[src/rtl/red_pitaya_na_pkg.sv]
// Shared definitions for the network-analyzer averager: state encoding and
// packed multi-channel bus slicing helpers.
`ifndef RED_PITAYA_NA_PKG_SV
`define RED_PITAYA_NA_PKG_SV

// Select channel idx of a packed CHANNELS*w bus (channel 0 in the LSBs).
`define NA_SLICE(bus, idx, w) bus[(idx)*(w) +: (w)]

package red_pitaya_na_pkg;

  localparam int unsigned NA_STATE_W = 2;

  typedef logic [NA_STATE_W-1:0] na_state_t;

  localparam na_state_t NA_IDLE  = 2'd0;
  localparam na_state_t NA_SLEEP = 2'd1;
  localparam na_state_t NA_AVG   = 2'd2;

endpackage

`endif

[src/rtl/red_pitaya_sat_accumulator.sv]
// One averaging channel: signed accumulator with saturation and a sticky
// overflow flag.
//   clk_i, rstn_i : clock, async active-low reset
//   clr_i         : zero the accumulator (wins over en_i for the stored value)
//   ovf_clr_i     : clear the sticky overflow flag
//   en_i          : add the sign-extended sample into the accumulator
//   dat_i         : signed input sample
//   sum_c_o       : saturated acc + dat_i (combinational, used for publishing)
//   ovf_o         : sticky saturation flag
module red_pitaya_sat_accumulator #(
  parameter int unsigned INBITS  = 24,
  parameter int unsigned SUMBITS = 62
) (
  input  logic               clk_i,
  input  logic               rstn_i,
  input  logic               clr_i,
  input  logic               ovf_clr_i,
  input  logic               en_i,
  input  logic [INBITS-1:0]  dat_i,
  output logic [SUMBITS-1:0] sum_c_o,
  output logic               ovf_o
);

  localparam int unsigned EXTW = SUMBITS + 1;

  logic [SUMBITS-1:0] r_acc;
  logic               r_ovf;
  logic [EXTW-1:0]    w_ext;
  logic               w_of;

  // One guard bit exposes two's-complement overflow; clamp toward its sign.
  always_comb begin
    w_ext   = {r_acc[SUMBITS-1], r_acc} + EXTW'($signed(dat_i));
    w_of    = w_ext[EXTW-1] ^ w_ext[EXTW-2];
    sum_c_o = w_ext[SUMBITS-1:0];
    if (w_of) begin
      sum_c_o = w_ext[EXTW-1] ? {1'b1, {(SUMBITS-1){1'b0}}}
                              : {1'b0, {(SUMBITS-1){1'b1}}};
    end
  end

  // Accumulator and sticky flag; an add coinciding with a clear still flags overflow.
  always_ff @(posedge clk_i or negedge rstn_i) begin
    if (!rstn_i) begin
      r_acc <= '0;
      r_ovf <= 1'b0;
    end else begin
      if (clr_i) begin
        r_acc <= '0;
      end else if (en_i) begin
        r_acc <= sum_c_o;
      end
      if (ovf_clr_i) begin
        r_ovf <= 1'b0;
      end else if (en_i && w_of) begin
        r_ovf <= 1'b1;
      end
    end
  end

  assign ovf_o = r_ovf;

endmodule

[src/rtl/red_pitaya_na_avg_block.sv]
// Multi-channel averager for network-analyzer sweeps: waits a settling delay,
// then sums CHANNELS samples over a window, publishing saturated results.
//   clk_i, rstn_i  : clock, reset (async assert, synchronised release)
//   start_i        : (re)start a run, latching sleep_i / averages_i
//   abort_i        : stop the run, keep sum_o (beats start_i)
//   continuous_i   : re-arm gaplessly after each result
//   sleep_i        : settling cycles before the first sample
//   averages_i     : samples per result
//   dat_i          : packed signed samples, ch0 in LSBs
//   sum_o          : packed published results, ch0 in LSBs
//   count_o        : samples accumulated in the current window
//   busy_o         : high in SLEEP or AVERAGE
//   valid_o        : sum_o holds a result of the current run
//   done_o         : one-cycle pulse with each sum_o update
//   ovf_o          : sticky per-channel saturation flags
module red_pitaya_na_avg_block
  import red_pitaya_na_pkg::*;
#(
  parameter int unsigned CHANNELS = 2,
  parameter int unsigned INBITS   = 24,
  parameter int unsigned SUMBITS  = 62,
  parameter int unsigned CNTBITS  = 32
) (
  input  logic                         clk_i,
  input  logic                         rstn_i,
  input  logic                         start_i,
  input  logic                         abort_i,
  input  logic                         continuous_i,
  input  logic [CNTBITS-1:0]           sleep_i,
  input  logic [CNTBITS-1:0]           averages_i,
  input  logic [CHANNELS*INBITS-1:0]   dat_i,
  output logic [CHANNELS*SUMBITS-1:0]  sum_o,
  output logic [CNTBITS-1:0]           count_o,
  output logic                         busy_o,
  output logic                         valid_o,
  output logic                         done_o,
  output logic [CHANNELS-1:0]          ovf_o
);

  logic [1:0]                  r_rst_sync;
  logic                        w_rstn;

  na_state_t                   r_state;
  na_state_t                   w_state_nxt;

  logic [CNTBITS-1:0]          r_sleep_rem;
  logic [CNTBITS-1:0]          r_avg_len;
  logic [CNTBITS-1:0]          r_count;
  logic [CHANNELS*SUMBITS-1:0] r_sum;
  logic                        r_valid;
  logic                        r_done;
  logic                        r_busy;

  logic                        w_start;
  logic                        w_last;
  logic                        w_acc_en;
  logic                        w_acc_clr;
  logic [CHANNELS*SUMBITS-1:0] w_sum_nxt;
  logic [CHANNELS-1:0]         w_ovf;

  // Reset asserts immediately, releases two edges later in this clock domain.
  always_ff @(posedge clk_i or negedge rstn_i) begin
    if (!rstn_i) begin
      r_rst_sync <= 2'b00;
    end else begin
      r_rst_sync <= {r_rst_sync[0], 1'b1};
    end
  end

  assign w_rstn = r_rst_sync[1];

  // State register.
  always_ff @(posedge clk_i or negedge w_rstn) begin
    if (!w_rstn) begin
      r_state <= NA_IDLE;
    end else begin
      r_state <= w_state_nxt;
    end
  end

  // Next-state logic; averages == 0 completes instantly without leaving IDLE.
  always_comb begin
    w_state_nxt = r_state;
    if (abort_i) begin
      w_state_nxt = NA_IDLE;
    end else if (start_i) begin
      if (averages_i == '0) begin
        w_state_nxt = NA_IDLE;
      end else if (sleep_i != '0) begin
        w_state_nxt = NA_SLEEP;
      end else begin
        w_state_nxt = NA_AVG;
      end
    end else begin
      case (r_state)
        NA_IDLE:  w_state_nxt = NA_IDLE;
        NA_SLEEP: if (r_sleep_rem <= CNTBITS'(1)) w_state_nxt = NA_AVG;
        NA_AVG:   if (w_last && !continuous_i) w_state_nxt = NA_IDLE;
        default:  w_state_nxt = NA_IDLE;
      endcase
    end
  end

  // Control strobes for the accumulators.
  always_comb begin
    w_start   = start_i && !abort_i;
    w_last    = (r_state == NA_AVG) && (r_count == r_avg_len - CNTBITS'(1));
    w_acc_en  = (r_state == NA_AVG) && !abort_i && !start_i;
    w_acc_clr = w_start || (w_acc_en && w_last && continuous_i);
  end

  // Counters and published result registers.
  always_ff @(posedge clk_i or negedge w_rstn) begin
    if (!w_rstn) begin
      r_sleep_rem <= '0;
      r_avg_len   <= '0;
      r_count     <= '0;
      r_sum       <= '0;
      r_valid     <= 1'b0;
      r_done      <= 1'b0;
      r_busy      <= 1'b0;
    end else begin
      r_done <= 1'b0;
      r_busy <= (w_state_nxt != NA_IDLE);
      if (abort_i) begin
        r_valid <= 1'b0;
      end else if (start_i) begin
        r_sleep_rem <= sleep_i;
        r_avg_len   <= averages_i;
        r_count     <= '0;
        if (averages_i == '0) begin
          r_sum   <= '0;
          r_valid <= 1'b1;
          r_done  <= 1'b1;
        end else begin
          r_valid <= 1'b0;
        end
      end else if (r_state == NA_SLEEP) begin
        r_sleep_rem <= r_sleep_rem - CNTBITS'(1);
      end else if (r_state == NA_AVG) begin
        if (w_last) begin
          r_sum   <= w_sum_nxt;
          r_valid <= 1'b1;
          r_done  <= 1'b1;
          r_count <= continuous_i ? '0 : r_count + CNTBITS'(1);
        end else begin
          r_count <= r_count + CNTBITS'(1);
        end
      end
    end
  end

  // One saturating accumulator per channel, all stepped in lockstep.
  for (genvar c = 0; c < CHANNELS; c++) begin : g_ch
    red_pitaya_sat_accumulator #(
      .INBITS  (INBITS),
      .SUMBITS (SUMBITS)
    ) u_acc (
      .clk_i     (clk_i),
      .rstn_i    (w_rstn),
      .clr_i     (w_acc_clr),
      .ovf_clr_i (w_start),
      .en_i      (w_acc_en),
      .dat_i     (`NA_SLICE(dat_i, c, INBITS)),
      .sum_c_o   (`NA_SLICE(w_sum_nxt, c, SUMBITS)),
      .ovf_o     (w_ovf[c])
    );
  end

  assign sum_o   = r_sum;
  assign count_o = r_count;
  assign busy_o  = r_busy;
  assign valid_o = r_valid;
  assign done_o  = r_done;
  assign ovf_o   = w_ovf;

endmodule
[config.mk]
export PLATFORM = sky130hd
export DESIGN_NAME = red_pitaya_na_avg_block
export DESIGN_NICKNAME = d
export VERILOG_FILES = /design/src/rtl/red_pitaya_na_pkg.sv /design/src/rtl/red_pitaya_sat_accumulator.sv /design/src/rtl/red_pitaya_na_avg_block.sv
export SDC_FILE = /design/constraint.sdc
export NUM_CORES = 1
export LEC_CHECK = 0
export ABC_AREA = 1
export BUFFER_PORTS_ARGS = -buffer_cell sky130_fd_sc_hd__buf_4
export CORE_AREA = 3 3 235 283
export DETAILED_ROUTE_END_ITERATION = 8
export DIE_AREA = 0 0 238 286
export GPL_ROUTABILITY_DRIVEN = 0
export SLEW_MARGIN = 20
export SYNTH_ARGS = -nofsm -noshare
export SYNTH_HDL_FRONTEND = slang
export SYNTH_SLANG_ARGS = --single-unit
[constraint.sdc]
create_clock -name clk_i -period 12.6 [get_ports clk_i]
set_input_delay 3.15 -clock clk_i [delete_from_list [all_inputs] [get_ports clk_i]]
set_output_delay 3.15 -clock clk_i [all_outputs]
set_load 0.05 [all_outputs]
==> flow_summary_export.csv <==
group,metric,value,unit
power,p_leak,14.8,nW
global_route,grt_pass1_vias,25331,
floorplanning,die_h,286,µm
global_route,grt_use_met2,43.4,%
detailed_routing,drt-initial-drc-count,1533,
yosys,syn_area,25500,µm²
clocking,htree_levels,2,
final_layout,n_fill_cell,6814,
clocking,clk_pin_slew,0.06,ns
placement,port_buffers,277,
global_route,grt_first_pass_wirelength,135000,µm
yosys,synthSimpleGateAreaFrac,29.6,%
power,power_density,100,nW/µm²
sta,setup_viol,0,
clocking,hold_buffers,0,
yosys,syn_nets,3992,
global_route,top_usage_layer,"met2",
power,swShare,30.0,%
run,drv_cap,0,
yosys,synth_compound_area_share,15.6,%
outcome,status,"completed",
sta,fin_setup_tns,0,ns
yosys,seq_area_frac_synth,34.6,%
floorplanning,fp-row-count,102,
detailed_routing,ant_nets,0,
global_route,grt_max_degree,151,
power,pwr-share-clk,42.4,%
setup_path,critPathKind,"in -> reg",
detailed_routing,vias_per_cell,5.18,
detailed_routing,vias,25044,
power,ir_drop,0.0891,mV
final_layout,area_delta_synth_final,16.4,%
detailed_routing,drc_errors,0,
setup_path,critPathLaunchType,"primary input",
placement,dpl.hpwl,64100,µm
yosys,synth_top_family_by_area,"simple AND/OR/NAND/NOR gates",
floorplanning,start_util,39.8,%
global_route,grtUsageMet3,2.58,%
worst_hold_path,hp-class,"reg -> reg",
detailed_routing,wirelength,84200,µm
clocking,cts_buffer_depth,3,
clocking,cts_resized,0,
setup_path,worst-endpoint-required,13.07,ns
power,combPwrFrac,17.0,%
sta,max-slew-margin-rel,30.8,%
final_layout,drive_gt1_share,10.1,%
yosys,yosysWarnings,0,
setup_path,crit_fanout,54,
placement,pre_cts_slack,5.72,ns
detailed_routing,drtPass1Iterations,6,
yosys,syn_inst,3743,
sta,tightest_slew,1.03,ns
sta,fin_hold_ws,0.349,ns
sta,maxSlewViolCount,0,
power,p_int,2.09,mW
floorplanning,fp.dieW,238,µm
sta,rsz0062_at_grt,"no",
yosys,synth_fa_ha_area_share,6.52,%
sta,min_period,6.24,ns
yosys,muxShareOfSynthArea,0,%
sta,hold_viol,0,
global_route,antenna_found_initial,0,
sta,min_period_over_period,49.5,%
global_route,gr-usage-met1,29.6,%
power,total_switching_power,0.897,mW
clocking,clk_latency,0.57,ns
detailed_routing,wl_per_cell,17.4,µm
yosys,yosysUniqueCellTypes,51,
clocking,cts_sinks,353,
final_layout,diodes,0,
sta,skew,0.0211,ns
sta,setup_slack,6.36,ns
floorplanning,core,64200,µm²
setup_path,crit_arrival,6.71,ns
global_route,grt_usage,24.5,%
yosys,synthXorXnorAreaFrac,6.00,%
clocking,cts_inserted_buffers,43,
final_layout,final_core_util,46.3,%
clocking,tritoncts,"yes",
final_layout,final_cell_mix,"nand2_1 (1,187), nor2_1 (395), inv_1 (380)",
sta,max_freq,160,MHz
power,pwr-share-seq,40.5,%
floorplanning,ioPinCount,278,
setup_path,endpoint_kind,"register",
clocking,post_cts_buffers,0,
yosys,ys_ff_latch,353,
final_layout,nNetsFinal,4228,
clocking,root_buffer,"clkbuf_16",
floorplanning,dieArea,68100,µm²
placement,post-place-cells,4766,
final_layout,stdcell_count,4836,
final_layout,final_common_cell,"nand2_1",
yosys,postSynthAreaPerCell,6.82,µm²
global_route,gr-total-overflow,0,
worst max-delay path, stage by stage:
cell and delay, ns:
buf_4 0.40, ha_1 0.39, a21oi_1 0.20, a21boi_0 0.30
o21ai_0 0.21, o21bai_1 0.22, a21oi_1 0.26, nand3_1 0.17
nand2_2 0.16, nor2_4 0.08, inv_2 0.70, nand2_1 0.17
o21ai_0 0.20
layer usage:
metal | vias to the layer above | share of wire [%]
met5 | - | 0
met4 | 0 | 5.3
met3 | 211 | 3.8
met2 | 628 | 49
met1 | 11572 | 42
li1 | 12633 | -
final cells by class:
| type | count | area [µm²] | area share (%) |
|---|---|---|---|
| clock inverter | 10 | 143 | 0.480 |
| clock buffer | 60 | 1270 | 4.28 |
| multi-input combinational | 2900 | 14800 | 49.7 |
| sequential | 353 | 8840 | 29.7 |
| inverter | 390 | 1470 | 4.94 |
| tap | 832 | 1040 | 3.50 |
| timing repair buffer | 291 | 2200 | 7.39 |
logic make-up (layout without fill, tap and decap cells):
logic type / count (synthesis) / after routing
AOI/OAI and AO/OA: 731 / 731
DFF: 353 / 353
buffers and inverters: 490 / 751
other: 1 / 1
adders and majority gates: 132 / 132
xor gates and xnor gates: 175 / 175
and+or+nand+nor: 1861 / 1861
sequential cells by signal (all words and copies together), names as in the netlist, 2 cells and up:
register,count
r_rst_sync,2
g_ch.u_acc.r_acc,124
r_avg_len,32
count_o,32
r_state,2
r_sleep_rem,32
g_ch.u_acc.ovf_o,2
sum_o,124
final timing paths:
check	start	to	slack, ns	depth (start not counted)
worst min-delay path	r_rst_sync[0]	r_rst_sync[1]	0.35	0
min in group asynchronous	r_rst_sync[1]	r_sleep_rem[25]	0.42	0
max in group asynchronous	rstn_i	r_rst_sync[1]	10.13	1
worst max register to register	g_ch[0].u_acc.r_acc[0]	sum_o[53]	8.77	17
worst max-delay path	dat_i[23]	sum_o[53]	6.36	13
worst min register to register	r_rst_sync[0]	r_rst_sync[1]	0.35	0
synthesized netlist by cell type (all sizes together):
library cell / count / share of area, %
nand2: 1198 / 18
nor2: 411 / 6.3
inv: 388 / 5.7
o21ai: 381 / 7.5
dfrtp: 353 / 35
a21oi: 199 / 3.9
ha: 130 / 6.4
nand3: 121 / 2.5
xor2: 97 / 3.3
xnor2: 78 / 2.7
clkbuf: 62 / 0.93
nand4: 42 / 1.1
nor3: 42 / 0.82
o22ai: 40 / 0.98
o21bai: 39 / 1.1
buf: 38 / 0.99
nor4: 27 / 0.66
a21boi: 14 / 0.41
a31oi: 14 / 0.34
a21o: 13 / 0.38
o211ai: 13 / 0.38
nand3b: 10 / 0.29
o21a: 8 / 0.24
or2: 6 / 0.15
a211oi: 3 / 0.088
a31o: 3 / 0.10
o221ai: 3 / 0.10
and2: 2 / 0.049
clkinv: 2 / 0.039
fa: 2 / 0.16
a221oi: 1 / 0.034
and2b: 1 / 0.029
conb: 1 / 0.015
nor3b: 1 / 0.029
power by group through the flow:
stage          clock network, mW  registers (mW)  logic, mW
4_1_cts                     1.31            1.21      0.516
3_5_place_dp                   0            1.23      0.514
5_1_grt                     1.35            1.22      0.583
3_3_place_gp                   0            1.23      0.508
2_1_floorplan                  0            1.24      0.355
6_report                    1.27            1.21      0.509
stage by stage:
step,total power [mW],instance area (µm²)
after floorplan,1.59,25500
after global placement,1.74,28300
after detailed placement,1.74,28300
after CTS,3.03,29700
after global routing,3.15,29700
final,2.99,29700
Note: power is estimated with default switching activity, not from simulation.
